`config.mk`:
```
export PLATFORM = sky130hd
export DESIGN_NAME = data_mem_arbiter
export DESIGN_NICKNAME = d
export VERILOG_FILES = /design/src/rtl/data_mem_arbiter_pkg.sv /design/src/rtl/data_mem_arbiter_rr_arb2.sv /design/src/rtl/data_mem_arbiter.sv
export SDC_FILE = /design/constraint.sdc
export NUM_CORES = 1
export LEC_CHECK = 0
export BUFFER_PORTS_ARGS = -buffer_cell sky130_fd_sc_hd__buf_4
export CORE_MARGIN = 2
export CORE_UTILIZATION = 45
export DETAILED_ROUTE_END_ITERATION = 7
export PLACE_DENSITY_LB_ADDON = 0.12
export SLEW_MARGIN = 20
export SYNTH_ARGS = -nofsm -noshare
export SYNTH_HDL_FRONTEND = slang
export SYNTH_HIERARCHICAL = 1
export SYNTH_SLANG_ARGS = --single-unit
```
`constraint.sdc`:
```
create_clock -name clk -period 2.16 [get_ports clk]
set_input_delay 0.108 -clock clk [delete_from_list [all_inputs] [get_ports clk]]
set_output_delay 0.108 -clock clk [all_outputs]
set_load 0.01 [all_outputs]
```
`src/rtl/data_mem_arbiter_pkg.sv`:
```
// Shared types and defaults for the data_mem arbiter slice.
// The FSM encoding matches the state values data_mem debug tooling expects.
package data_mem_arbiter_pkg;

  localparam int ADDR_W_DEF = 32;
  localparam int DATA_W_DEF = 32;

  localparam logic [1:0] GNT_NONE = 2'b00;
  localparam logic [1:0] GNT_P0   = 2'b01;
  localparam logic [1:0] GNT_P1   = 2'b10;

  typedef enum logic [1:0] {
    IDLE   = 2'd0,
    ACCESS = 2'd1,
    RESP   = 2'd2
  } state_e;

endpackage

```
`src/rtl/data_mem_arbiter_rr_arb2.sv`:
```
// Two-requester arbiter: a lone request wins outright; on a conflict either port 0 wins
// (fixed priority) or the port that was not granted last time wins.
module rr_arb2
  import data_mem_arbiter_pkg::*;
(
  input  logic [1:0] req,
  input  logic       last_grant,
  input  logic       fixed_prio,
  output logic [1:0] gnt
);

  always_comb begin
    gnt = GNT_NONE;
    case (req)
      2'b01:   gnt = GNT_P0;
      2'b10:   gnt = GNT_P1;
      2'b11:   gnt = (fixed_prio || last_grant) ? GNT_P0 : GNT_P1;
      default: gnt = GNT_NONE;
    endcase
  end

endmodule

```
`src/rtl/data_mem_arbiter.sv`:
```
// Shares one single-port data_mem between port 0 (CPU) and port 1 (DMA/debug).
// Each grant runs accept -> one-cycle memory strobe -> one-cycle response pulse.
module data_mem_arbiter
  import data_mem_arbiter_pkg::*;
#(
  parameter int ADDR_W     = ADDR_W_DEF,
  parameter int DATA_W     = DATA_W_DEF,
  parameter bit FIXED_PRIO = 1'b0
) (
  input  logic              clk,
  input  logic              rst_n,
  input  logic              req0_valid,
  output logic              req0_ready,
  input  logic              req0_we,
  input  logic [ADDR_W-1:0] req0_addr,
  input  logic [DATA_W-1:0] req0_wdata,
  output logic              rsp0_valid,
  output logic [DATA_W-1:0] rsp0_rdata,
  input  logic              req1_valid,
  output logic              req1_ready,
  input  logic              req1_we,
  input  logic [ADDR_W-1:0] req1_addr,
  input  logic [DATA_W-1:0] req1_wdata,
  output logic              rsp1_valid,
  output logic [DATA_W-1:0] rsp1_rdata,
  output logic              mem_read,
  output logic              mem_write,
  output logic [ADDR_W-1:0] mem_address,
  output logic [DATA_W-1:0] mem_wdata,
  input  logic [DATA_W-1:0] mem_rdata
);

  state_e            state_q, state_d;
  logic              we_q, we_d;
  logic              port_q, port_d;
  logic              last_grant_q, last_grant_d;
  logic              mem_read_q, mem_read_d;
  logic              mem_write_q, mem_write_d;
  logic [ADDR_W-1:0] mem_address_q, mem_address_d;
  logic [DATA_W-1:0] mem_wdata_q, mem_wdata_d;
  logic              rsp0_valid_q, rsp0_valid_d;
  logic              rsp1_valid_q, rsp1_valid_d;
  logic [DATA_W-1:0] rsp0_rdata_q, rsp0_rdata_d;
  logic [DATA_W-1:0] rsp1_rdata_q, rsp1_rdata_d;

  logic [1:0]        gnt;
  logic [1:0]        accept;
  logic              sel_we;
  logic [ADDR_W-1:0] sel_addr;
  logic [DATA_W-1:0] sel_wdata;

  rr_arb2 u_rr_arb2 (
    .req        ({req1_valid, req0_valid}),
    .last_grant (last_grant_q),
    .fixed_prio (FIXED_PRIO),
    .gnt        (gnt)
  );

  // New work is taken only in IDLE or RESP; reset masks ready before the state is known.
  always_comb begin
    accept = GNT_NONE;
    if (rst_n && (state_q == IDLE || state_q == RESP)) begin
      accept = gnt;
    end
  end

  assign req0_ready = accept[0];
  assign req1_ready = accept[1];

  always_comb begin
    sel_we    = accept[1] ? req1_we    : req0_we;
    sel_addr  = accept[1] ? req1_addr  : req0_addr;
    sel_wdata = accept[1] ? req1_wdata : req0_wdata;
  end

  always_comb begin
    state_d       = state_q;
    we_d          = we_q;
    port_d        = port_q;
    last_grant_d  = last_grant_q;
    mem_read_d    = 1'b0;
    mem_write_d   = 1'b0;
    mem_address_d = mem_address_q;
    mem_wdata_d   = mem_wdata_q;
    rsp0_valid_d  = 1'b0;
    rsp1_valid_d  = 1'b0;
    rsp0_rdata_d  = rsp0_rdata_q;
    rsp1_rdata_d  = rsp1_rdata_q;

    case (state_q)
      IDLE, RESP: begin
        if (accept != GNT_NONE) begin
          state_d       = ACCESS;
          port_d        = accept[1];
          last_grant_d  = accept[1];
          we_d          = sel_we;
          mem_read_d    = !sel_we;
          mem_write_d   = sel_we;
          mem_address_d = sel_addr;
          mem_wdata_d   = sel_wdata;
        end else begin
          state_d = IDLE;
        end
      end
      ACCESS: begin
        // data_mem reads combinationally, so its output is stable by the closing edge.
        state_d = RESP;
        if (port_q) begin
          rsp1_valid_d = 1'b1;
          if (!we_q) rsp1_rdata_d = mem_rdata;
        end else begin
          rsp0_valid_d = 1'b1;
          if (!we_q) rsp0_rdata_d = mem_rdata;
        end
      end
      default: state_d = IDLE;
    endcase
  end

  always_ff @(posedge clk) begin
    if (!rst_n) begin
      state_q       <= IDLE;
      we_q          <= 1'b0;
      port_q        <= 1'b0;
      last_grant_q  <= 1'b1;
      mem_read_q    <= 1'b0;
      mem_write_q   <= 1'b0;
      mem_address_q <= '0;
      mem_wdata_q   <= '0;
      rsp0_valid_q  <= 1'b0;
      rsp1_valid_q  <= 1'b0;
      rsp0_rdata_q  <= '0;
      rsp1_rdata_q  <= '0;
    end else begin
      state_q       <= state_d;
      we_q          <= we_d;
      port_q        <= port_d;
      last_grant_q  <= last_grant_d;
      mem_read_q    <= mem_read_d;
      mem_write_q   <= mem_write_d;
      mem_address_q <= mem_address_d;
      mem_wdata_q   <= mem_wdata_d;
      rsp0_valid_q  <= rsp0_valid_d;
      rsp1_valid_q  <= rsp1_valid_d;
      rsp0_rdata_q  <= rsp0_rdata_d;
      rsp1_rdata_q  <= rsp1_rdata_d;
    end
  end

  // Reset asserted during ACCESS kills the strobe so the in-flight write never commits.
  assign mem_read    = mem_read_q & rst_n;
  assign mem_write   = mem_write_q & rst_n;
  assign mem_address = mem_address_q;
  assign mem_wdata   = mem_wdata_q;
  assign rsp0_valid  = rsp0_valid_q;
  assign rsp1_valid  = rsp1_valid_q;
  assign rsp0_rdata  = rsp0_rdata_q;
  assign rsp1_rdata  = rsp1_rdata_q;

endmodule
```
==> impl_metrics.json <==
{
  "fin_setup_tns_ps": 0,
  "vias": 5639,
  "use_met3_pct": 8.393,
  "synth_ff_type": "dfxtp_1",
  "worst-setup-path-type": "reg2out",
  "ys_seq_area_share_pct": 47.55,
  "yosysWarningCount": 6,
  "overflow": 0,
  "syn2layout_area_growth_pct": 57.16,
  "swShare_pct": 24.29,
  "rsz0062_at_grt": "false",
  "ant_nets": 0,
  "pwr-share-comb_pct": 17.4,
  "internal_power_mw": 5.490,
  "place.gp.congestion": 0.8159,
  "cp-startpoint": "state_q[0]",
  "status": "finished, final reports clean",
  "regArea_sq_um": 2743,
  "drtIter0Drc": 366,
  "synth_top_cell_by_area": "dfxtp_1",
  "cts_tree": "built",
  "routedWlPerCell_microns": 15.71,
  "io_pins": 300,
  "multiInputGateArea_sq_um": 2716,
  "r2r_cells": 6,
  "tightest_slew_ps": 940.4,
  "grt_max_degree": 135,
  "power_density_nw_per_um2": 799.9,
  "viasPerCell": 5.154,
  "clk_path_buf_depth": 2,
  "h-tree-depth": 4,
  "relSlewSlack_pct": 37.30,
  "cp_data_arrival_time_ps": 1900,
  "hold_buffers": 34,
  "met2_usage_pct": 43.64,
  "clock_latency_ps": 410,
  "skew_ps": 8.390,
  "syn_area_sq_um": 5768,
  "synth.most_common_cell": "dfxtp_1",
  "synthCells": 615,
  "dp_slack_ps": 248.9,
  "netSwitchingPower_mw": 1.761,
  "synth_common_cells": "dfxtp_1 (137), a21oi_1 (65), mux2i_1 (65), nand2_1 (65), nand3_1 (64)",
  "p_clk_share_pct": 44.2,
  "cts_num_sinks": 137,
  "cp-endpoint": "req1_ready",
  "nNetsFinal": 1075,
  "coreArea_sq_um": 12570,
  "root_buffer": "clkbuf_16",
  "finalCritPeriodShare_pct": 92.79,
  "final.fill_count": 986,
  "fp-row-count": 41,
  "grt_usage_pct": 24.31,
  "r2r_setup_slack_ps": 210,
  "use_met1_pct": 26.50,
  "yosysTopAreaCellShare_pct": 47.55,
  "hold_class": "in2reg",
  "drv_cap": 0,
  "diodes": 0,
  "cp.required_ps": 2050,
  "drc": 0,
  "ys_ff_latch": 137,
  "antenna_found_initial": 0,
  "rr_endpoint": "mem_write_q",
  "start_util_pct": 45.89,
  "avgSynthCellArea_sq_um": 9.379,
  "period_minus_slack_ps": 2004,
  "io_buffers": 299,
  "finalHoldViolCount": 0,
  "setup_viol": 0,
  "busiest_layer": "met2",
  "hpwlAfterDp_microns": 11750,
  "max_freq_mhz": 499.0,
  "synth_area_leaders": "dfxtp_1 (48%), mux2i_1 (11%), a211oi_2 (8.7%)",
  "cts_buffers": 17,
  "fp.dieW_microns": 117.2,
  "wirelength_microns": 17180,
  "vdd.ir_drop.worst_mv": 0.6063,
  "die_area_sq_um": 13740,
  "grt_pass1_wl_microns": 26120,
  "dr.pass1.iters": 4,
  "setup_ws_ps": 155.8,
  "rr_startpoint": "last_grant_q",
  "start_kind": "flop",
  "synth_edf_count": 0,
  "crit_path_end_kind": "primary output",
  "async_flop_share_pct": 0,
  "drv_slew": 0,
  "p_leak_nw": 3.897,
  "crit_fanout": 68,
  "p_seq_share_pct": 38.4,
  "postCtsSetupRepairBufs": 0,
  "cts_resized": 0,
  "drive_gt1_share_pct": 41.76,
  "die_y_microns": 117.2,
  "grt_pass1_vias": 5480,
  "synth_cell_types": 29,
  "clk_pin_slew_ps": 60
}
## cell families after synthesis
logic type / count (synthesis) / share of synthesized area, %
DFF: 137 / 47.55
buffers and inverters: 69 / 5.857
muxes: 65 / 11.28
AOI/OAI and AO/OA: 197 / 23.51
and+or+nand+nor: 146 / 11.74
other: 1 / 0.06501
## worst max-delay path, stage by stage (launching register included)
cell     delay (ps)
dfxtp_1         350
nor2b_4         120
buf_4           560
and2_1          270
buf_4           150
## routing by layer
metal	share of wire, %	wire [microns]
met1	38	6562
met2	52	8896
met3	7.7	1330
met4	2.3	393
met5	0	0
## through the flow
step	hold slack [ps]	cells	util (%)	area (sq um)	power (mW)
detailed placement	340.3	1028	64.14	8061	4.047
global route	50.36	1094	72.13	9065	7.551
finish	46.97	1094	72.13	9065	7.251
CTS	28.90	1094	72.13	9065	7.313
floorplan	238.4	616	-	5772	3.446
global placement	331.8	1028	64.14	8061	4.020
## worst min-delay path by stage
stage	startpoint	to	slack, ps	cells past startpoint
2_1_floorplan	mem_rdata[0]	rsp1_rdata[0]	240	2
3_3_place_gp	mem_rdata[23]	rsp1_rdata[23]	330	3
3_5_place_dp	mem_rdata[6]	rsp1_rdata[6]	340	3
4_1_cts	req0_addr[9]	mem_address[9]	30	3
5_1_grt	req0_addr[8]	mem_address[8]	50	3
6_report	req0_addr[9]	mem_address[9]	50	3
## cell usage in the layout (no fill, tap or decap), types with 2 or more instances in the layout
cell type	count
buf_4	301
dfxtp_1	137
nand2_1	65
mux2i_1	65
a21oi_1	65
nand3_1	64
o21ai_0	62
a211oi_2	40
dlygate4sd3_1	34
a211oi_1	24
clkbuf_16	17
buf_12	6
bufinv_16	5
and2_1	4
o21ai_1	3
nor2b_1	3
clkbuf_8	3
and2_4	2
and3_1	2
clkinv_4	2
clkbuf_1	2
conb_1	2
## final cells by class
cell class	instances	area share [%]
Sequential cell	137	30.26
Timing Repair Buffer	341	30.01
Multi-Input combinational cell	410	29.97
Clock buffer	22	5.231
Tap cell	172	2.374
Clock inverter	10	2.084
Inverter	2	0.08282
## power by group through the flow
stage | registers (mW) | logic, mW | clock network, mW
2_1_floorplan | 2.90 | 0.550 | 0
3_3_place_gp | 2.83 | 1.19 | 0
3_5_place_dp | 2.84 | 1.21 | 0
4_1_cts | 2.79 | 1.26 | 3.26
5_1_grt | 2.81 | 1.36 | 3.39
6_report | 2.79 | 1.26 | 3.21
## flip-flops by register name, summed over array words and instances, names as in the netlist, 2 cells and up
| signal | count |
|---|---|
| mem_address | 32 |
| mem_wdata | 32 |
| rsp0_rdata | 32 |
| rsp1_rdata | 32 |
| state_q | 2 |
Note: power is estimated with default switching activity, not from simulation.
